--- config.mk ---
export PLATFORM = sky130hd
export DESIGN_NAME = dac_spi_tx
export DESIGN_NICKNAME = d
export VERILOG_FILES = /design/src/rtl/dac_spi_tx_pkg.sv /design/src/rtl/dac_spi_tx_clk_div_tick.sv /design/src/rtl/dac_spi_tx.sv
export SDC_FILE = /design/constraint.sdc
export NUM_CORES = 1
export LEC_CHECK = 0
export BUFFER_PORTS_ARGS = -buffer_cell sky130_fd_sc_hd__buf_4
export CAP_MARGIN = 20
export CELL_PAD_IN_SITES_DETAIL_PLACEMENT = 1
export CELL_PAD_IN_SITES_GLOBAL_PLACEMENT = 1
export CORE_MARGIN = 4
export CORE_UTILIZATION = 45
export DETAILED_ROUTE_END_ITERATION = 8
export GPL_ROUTABILITY_DRIVEN = 0
export PLACE_DENSITY_LB_ADDON = 0.1
export SLEW_MARGIN = 20
export SYNTH_ARGS = -nofsm -noshare
export SYNTH_HDL_FRONTEND = slang
export SYNTH_SLANG_ARGS = --single-unit
--- constraint.sdc ---
create_clock -name clk -period 2.7 [get_ports clk]
set_input_delay 0.27 -clock clk [delete_from_list [all_inputs] [get_ports clk]]
set_output_delay 0.27 -clock clk [all_outputs]
set_load 0.03 [all_outputs]
--- src/rtl/dac_spi_tx_pkg.sv ---
`default_nettype none
// ============================================================================
//  Module      : dac_spi_tx_pkg
//  Description : Shared types and constants for the serial DAC output stage.
//                FSM state encoding, overrun counter width and a saturating
//                increment helper.
//  Revision    : 1.0  initial release
// ============================================================================
package dac_spi_tx_pkg;

    typedef enum logic [2:0] {
        ST_IDLE  = 3'd0,
        ST_SETUP = 3'd1,
        ST_SHIFT = 3'd2,
        ST_HOLD  = 3'd3,
        ST_GAP   = 3'd4
    } state_t;

    localparam int C_OVR_CNT_W = 8;

    // Increment that sticks at all-ones instead of wrapping.
    function automatic logic [C_OVR_CNT_W-1:0] sat_inc(input logic [C_OVR_CNT_W-1:0] v);
        return (v == '1) ? v : v + C_OVR_CNT_W'(1);
    endfunction

endpackage
`default_nettype wire

--- src/rtl/dac_spi_tx_clk_div_tick.sv ---
`default_nettype none
// ============================================================================
//  Module      : clk_div_tick
//  Description : Free-running divider producing a one-cycle tick every DIV
//                enabled clocks.
//  Ports       : clk   - system clock
//                reset - asynchronous active-high reset
//                en    - counter runs while high
//                clr   - synchronous clear to zero (wins over en)
//                tick  - high on the cycle the counter wraps
//  Revision    : 1.0  initial release
// ============================================================================
module clk_div_tick #(
    parameter int DIV = 4
) (
    input  logic clk,
    input  logic reset,
    input  logic en,
    input  logic clr,
    output logic tick
);

    localparam int                 c_CNT_W = (DIV > 1) ? $clog2(DIV) : 1;
    localparam logic [c_CNT_W-1:0] c_LAST  = c_CNT_W'(DIV - 1);

    logic [c_CNT_W-1:0] r_cnt;

    always_ff @(posedge clk or posedge reset) begin
        if (reset) begin
            r_cnt <= '0;
        end else if (clr) begin
            r_cnt <= '0;
        end else if (en) begin
            r_cnt <= (r_cnt == c_LAST) ? '0 : r_cnt + c_CNT_W'(1);
        end
    end

    assign tick = en & ~clr & (r_cnt == c_LAST);

endmodule
`default_nettype wire

--- src/rtl/dac_spi_tx.sv ---
`default_nettype none
// ============================================================================
//  Module      : dac_spi_tx
//  Description : Serialises each filtered sample to an external SPI DAC
//                (mode 0, MSB first, one frame per sample) through a one-deep
//                holding buffer. Overwrites of an unsent buffered sample are
//                flagged and counted.
//  Ports       : clk          - system clock
//                reset        - asynchronous active-high reset
//                data_in      - filtered sample, DATA_SIZE-1 bits
//                data_valid   - rising edge marks a new sample
//                dac_sclk     - SPI clock, idle low
//                dac_cs_n     - SPI chip select, active low
//                dac_mosi     - serial data, MSB first
//                busy         - frame in progress (any state but idle)
//                tx_done      - one-cycle pulse as chip select releases
//                overrun      - one-cycle pulse on buffered-sample overwrite
//                overrun_cnt  - saturating overrun count
//  Revision    : 1.0  initial release
// ============================================================================
module dac_spi_tx
    import dac_spi_tx_pkg::*;
#(
    parameter int DATA_SIZE  = 25,
    parameter int CLK_DIV    = 4,
    parameter bit OFFSET_BIN = 1'b1
) (
    input  logic                   clk,
    input  logic                   reset,
    input  logic [DATA_SIZE-2:0]   data_in,
    input  logic                   data_valid,
    output logic                   dac_sclk,
    output logic                   dac_cs_n,
    output logic                   dac_mosi,
    output logic                   busy,
    output logic                   tx_done,
    output logic                   overrun,
    output logic [C_OVR_CNT_W-1:0] overrun_cnt
);

    localparam int                 c_N        = DATA_SIZE - 1;
    localparam int                 c_TOG_W    = $clog2(2 * c_N);
    localparam logic [c_TOG_W-1:0] c_TOG_LAST = c_TOG_W'(2 * c_N - 1);

    state_t                   r_state;
    logic                     r_dv_prev;
    logic [c_N-1:0]           r_buf;
    logic                     r_buf_valid;
    // Holds only the bits still to send after the MSB, which goes straight
    // to mosi when the frame is loaded.
    logic [c_N-2:0]           r_shift;
    logic [c_TOG_W-1:0]       r_tog;
    logic                     r_sclk;
    logic                     r_cs_n;
    logic                     r_mosi;
    logic                     r_busy;
    logic                     r_tx_done;
    logic                     r_overrun;
    logic [C_OVR_CNT_W-1:0]   r_ovr_cnt;

    logic [c_N-1:0]           w_sample;
    logic                     w_edge;
    logic                     w_take;
    logic                     w_tick;

    if (OFFSET_BIN) begin : g_offset_bin
        assign w_sample = {~data_in[c_N-1], data_in[c_N-2:0]};
    end else begin : g_twos_comp
        assign w_sample = data_in;
    end

    assign w_edge = data_valid & ~r_dv_prev;
    // The FSM consumes the buffer on the idle cycle it sees it full.
    assign w_take = (r_state == ST_IDLE) & r_buf_valid;

    clk_div_tick #(
        .DIV (CLK_DIV)
    ) u_div (
        .clk   (clk),
        .reset (reset),
        .en    (r_state != ST_IDLE),
        .clr   (w_take),
        .tick  (w_tick)
    );

    // Edge detect, holding buffer and overrun accounting. A new edge in the
    // same cycle the FSM takes the buffer refills it rather than overwriting.
    always_ff @(posedge clk or posedge reset) begin
        if (reset) begin
            r_dv_prev   <= 1'b0;
            r_buf       <= '0;
            r_buf_valid <= 1'b0;
            r_overrun   <= 1'b0;
            r_ovr_cnt   <= '0;
        end else begin
            r_dv_prev <= data_valid;
            r_overrun <= 1'b0;
            if (w_edge) begin
                r_buf       <= w_sample;
                r_buf_valid <= 1'b1;
                if (r_buf_valid && !w_take) begin
                    r_overrun <= 1'b1;
                    r_ovr_cnt <= sat_inc(r_ovr_cnt);
                end
            end else if (w_take) begin
                r_buf_valid <= 1'b0;
            end
        end
    end

    // Frame sequencer: setup tick, 2N sclk toggles, hold tick, gap tick.
    always_ff @(posedge clk or posedge reset) begin
        if (reset) begin
            r_state   <= ST_IDLE;
            r_shift   <= '0;
            r_tog     <= '0;
            r_sclk    <= 1'b0;
            r_cs_n    <= 1'b1;
            r_mosi    <= 1'b0;
            r_busy    <= 1'b0;
            r_tx_done <= 1'b0;
        end else begin
            r_tx_done <= 1'b0;
            case (r_state)
                ST_IDLE: begin
                    if (r_buf_valid) begin
                        r_shift <= r_buf[c_N-2:0];
                        r_mosi  <= r_buf[c_N-1];
                        r_cs_n  <= 1'b0;
                        r_sclk  <= 1'b0;
                        r_tog   <= '0;
                        r_busy  <= 1'b1;
                        r_state <= ST_SETUP;
                    end
                end
                ST_SETUP: begin
                    if (w_tick) begin
                        r_state <= ST_SHIFT;
                    end
                end
                ST_SHIFT: begin
                    if (w_tick) begin
                        r_sclk <= ~r_sclk;
                        r_tog  <= r_tog + c_TOG_W'(1);
                        // Falling sclk edge: present the next bit.
                        if (r_sclk) begin
                            r_mosi  <= r_shift[c_N-2];
                            r_shift <= {r_shift[c_N-3:0], 1'b0};
                        end
                        if (r_tog == c_TOG_LAST) begin
                            r_state <= ST_HOLD;
                        end
                    end
                end
                ST_HOLD: begin
                    if (w_tick) begin
                        r_cs_n    <= 1'b1;
                        r_mosi    <= 1'b0;
                        r_tx_done <= 1'b1;
                        r_state   <= ST_GAP;
                    end
                end
                ST_GAP: begin
                    if (w_tick) begin
                        r_busy  <= 1'b0;
                        r_state <= ST_IDLE;
                    end
                end
                default: begin
                    r_state <= ST_IDLE;
                end
            endcase
        end
    end

    assign dac_sclk    = r_sclk;
    assign dac_cs_n    = r_cs_n;
    assign dac_mosi    = r_mosi;
    assign busy        = r_busy;
    assign tx_done     = r_tx_done;
    assign overrun     = r_overrun;
    assign overrun_cnt = r_ovr_cnt;

endmodule
`default_nettype wire
==> results summary <==
The total negative slack for setup checks is 0 ns. The total met2 wirelength after detailed routing is 3340 um. The part of the total power dissipated in combinational logic came out at 0.146.

The number of antenna repair diodes came out at 0. The transition time of the tightest slew-check pin came out at 0.8271 ns. The sequential cell area fraction in the yosys report is 0.5659. The post-CTS clock slew at the launch and capture registers of the worst setup and hold paths is 0.08 ns. The arrival time reported for the critical path endpoint came out at 2.18 ns. The number of detailed-routing iterations run before antenna repair is 4. The worst setup path is launched from a flop. The library cell used most frequently in the layout, excluding fill and tap cells, is nand2_1.

Of the total power, the share spent switching nets is 0.2869. The class of the tightest hold or removal check is in -> async. Clock skew on the completed layout was measured at 0.01246 ns. The wire length of the first global-routing pass is 12360 um. The largest net degree at the start of global routing came out at 47. For this design the total switching power over the nets is 713.4 uW. The top cell types in the final layout, fill and taps aside, are nand2_1 (80), dfrtp_1 (73), buf_4 (44). Setup repair after global routing left no endpoint under its margin. The required time at the worst-slack endpoint came out at around 3.0 ns. The highest cell delay on the worst timing path came out at 0.42 ns.

The run finished with clean final reports. The die is between 90 and 100 um wide. Counting along the longest clock path gives a buffer depth of 2. In this run the power density over the cells is 645.1 nW/um^2. The DRC marker count from the first detailed-route iteration is 71. The HPWL after detailed placement is about 4600 um. The static leakage came out at 0.001989 uW.

The clock sink count is 74. The starting density of the core came out at 0.4715. The total number of vias is 2398. The later-pin clock latency in the skew report came out at 0.34 ns. The post-layout minimum cycle time came out at 1.921 ns.

The final count of hold timing violations is 0. The worst setup path is of the reg -> reg kind. The register bit total from synthesis is 74. The synthesis warning total came out at 0.

The post-synthesis area per instance came out at approximately 10 sq um. The die height is 93.30 um. The clock share of power is 0.333.

The number of max-slew violations in the final report came out at 0. The proportion of power drawn by flip-flops and latches is 0.521. Traced cell by cell, the critical path runs through ha_1, nand3_2, a211oi_4, buf_4, nor2_1, a21oi_1. Of the cells placed in the final design, the portion with a size suffix greater than 1 is 0.2000. For this run, the post-layout net count is around 400. In the final routed layout, each cell accounts on average for ~15 um. In this run the cell area of the synthesized design comes to 3274 sq um.

The count of nets left with antenna violations once routing finished came out at 0. After detailed routing, the number of remaining DRC violations is 0. Gates resized during post-CTS repair numbered 0. The count of buffers inserted at the top-level ports came out at 40. Pin placement for this block handled 41 I/O pins. For this block, wires on met1 add up to 3272 um. Internal power comes to 1773 uW.

The number of max-cap violations came out at 0. Clock tree synthesis selected as its root buffer the cell clkbuf_8. The count of buffers added by post-CTS timing repair for setup came out at 0. The critical path endpoint category is a flop. For this design, the slowest cell found on the critical path is buf_4. Summed over all layers, the global routing overflow is 0. The global-route usage over all layers is 0.1765.

In this run the tightest slew margin relative to its limit is 0.4472. The peak clock frequency supported by timing is 520.7 MHz. The detailed router used layers up to and including met4.

Summed over all layers, the routed wires come to 6889 um. Along the worst path, the maximum fanout reaches between 40 and 50. The hold buffer count at CTS came out at 0.

The post-synthesis cell type count came out at 42. In the finished design, the share of the clock period the worst path needs comes to 0.7113. The total power is 2487 uW. The detailed-routed wire length on met3 came out at 190 um.

The detailed-route vias per instance is roughly 5. The CTS H-tree depth is 3. The area of the die came out at 8705 sq um. The initial antenna violation count is 0.

TritonCTS built the clock tree. The clock buffer count from CTS is 9. The count of endpoints failing setup in the final report came out at 0.

The number of global-route vias before repair came out at 2657. The area growth from synthesis to final layout is 17.73%. IR analysis of the VDD net gives a maximum drop of between 0.0004 and 0.0005 V. The synthesized netlist net count came out at 355. The area inside the core boundary came out at 6944 sq um. The cell count after synthesis came out at 325. The row count came out at 30.
power groups by stage:
stage	Clock [uW]	Combinational [uW]	Sequential (uW)
floorplan	0	149	1380
global placement	0	359	1310
detailed placement	0	370	1320
CTS	843	374	1300
global route	895	406	1310
finish	828	364	1290
cells by family after synthesis:
kind of cell             count (synthesis)  synth area share
AO/OA/AOI/OAI                           41           0.07298
flip-flops                              74            0.5659
buffers and inverters                   24           0.03477
AND/OR/NAND/NOR                        147            0.2063
multiplexers                            28           0.08712
XOR/XNOR                                 8           0.02140
adder cells (fa/ha/maj)                  3           0.01146
final timing paths:
check                          startpoint           to  slack [ns]  cells after the start
setup / recovery           u_div.r_cnt[0]  r_shift[14]        0.78                      6
hold / removal                      reset     r_tog[5]       0.008                      2
setup reg to reg           u_div.r_cnt[0]  r_shift[14]        0.78                      6
hold reg to reg                 r_buf[21]    r_buf[21]        0.48                      2
max in group asynchronous           reset   r_shift[6]        2.03                      3
min in group clk               data_valid    r_dv_prev        0.06                      1
metrics by stage:
stage | setup slack [ns] | hold WS [ns] | util | instance area [sq um] | cells
after global placement | 0.8703 | 0.4017 | 0.5276 | 3664 | 450
after floorplan | 0.5500 | 0.3014 | - | 3274 | 325
after global routing | 0.5341 | 0.04115 | 0.5551 | 3855 | 466
after CTS | 0.7682 | 0.03760 | 0.5551 | 3855 | 466
after detailed placement | 0.8485 | 0.4000 | 0.5276 | 3664 | 450
final | 0.7794 | 0.007978 | 0.5551 | 3855 | 466
flip-flops by register name, indices dropped and copies added, names as in the netlist, 2 cells and up:
signal	count
r_buf	24
r_tog	6
r_shift	23
overrun_cnt	8
r_state	3
u_div.r_cnt	2
cell type report:
class	count	area [sq um]
inverter	8	30.03
fill	789	3089
clock inverter	3	22.52
tap	96	120.1
timing repair buffer	45	350.3
multi-input combinational	227	1310
sequential	74	1853
clock buffer	13	168.9
synthesized netlist by cell type:
cell      number  area (sq um)
nand4b_1       1         8.760
dfrtp_1       73          1827
nand2_2        1         6.260
nor3_1         3         15.01
and4_1         1         8.760
nor4b_2        1         15.01
mux2i_1       24         240.2
buf_1          2         7.510
xor2_1         5         43.79
nor3b_4        1         18.77
o211ai_1       2         15.01
or3_4          1         11.26
ha_1           3         37.54
a21oi_1       25         125.1
nand3b_1       4         30.03
nand3_1        3         15.01
nor3b_1        2         15.01
o21ai_0        8         40.04
or3_1          1         6.260
a41oi_1        1         8.760
a211oi_4       1         20.02
buf_4          2         15.01
o31ai_1        2         15.01
nor2b_1        2         12.51
nand4_1        2         12.51
mux2_2         4         45.04
xnor2_1        3         26.28
dfstp_2        1         26.28
and2_1         1         6.260
buf_2          7         35.03
a31oi_1        1         6.260
a31o_2         1         8.760
inv_1          8         30.03
nor4_1         1         6.260
nand2_1       80         300.3
nand3_2        1         10.01
nor2_1        33         123.9
nor4bb_1       1         10.01
and3_1         2         12.51
nand2b_1       5         31.28
clkbuf_1       4         15.01
buf_6          1         11.26
metal layers:
metal / global-route usage / vias to the layer above
met4: 0.06227 / 0
met5: 0 / -
met1: 0.2334 / 1198
met2: 0.2918 / 30
li1: - / 1162
met3: 0.03057 / 8
critical path: cells and delay by family (launching register included):
| family | cells | cell delay, ns |
|---|---|---|
| AOI/OAI and AO/OA | 2 | 0.41 |
| adders and majority gates | 1 | 0.37 |
| DFF | 1 | 0.38 |
| buffers and inverters | 1 | 0.42 |
| and+or+nand+nor | 2 | 0.24 |
No activity file was read; power rests on OpenSTA's default activity.
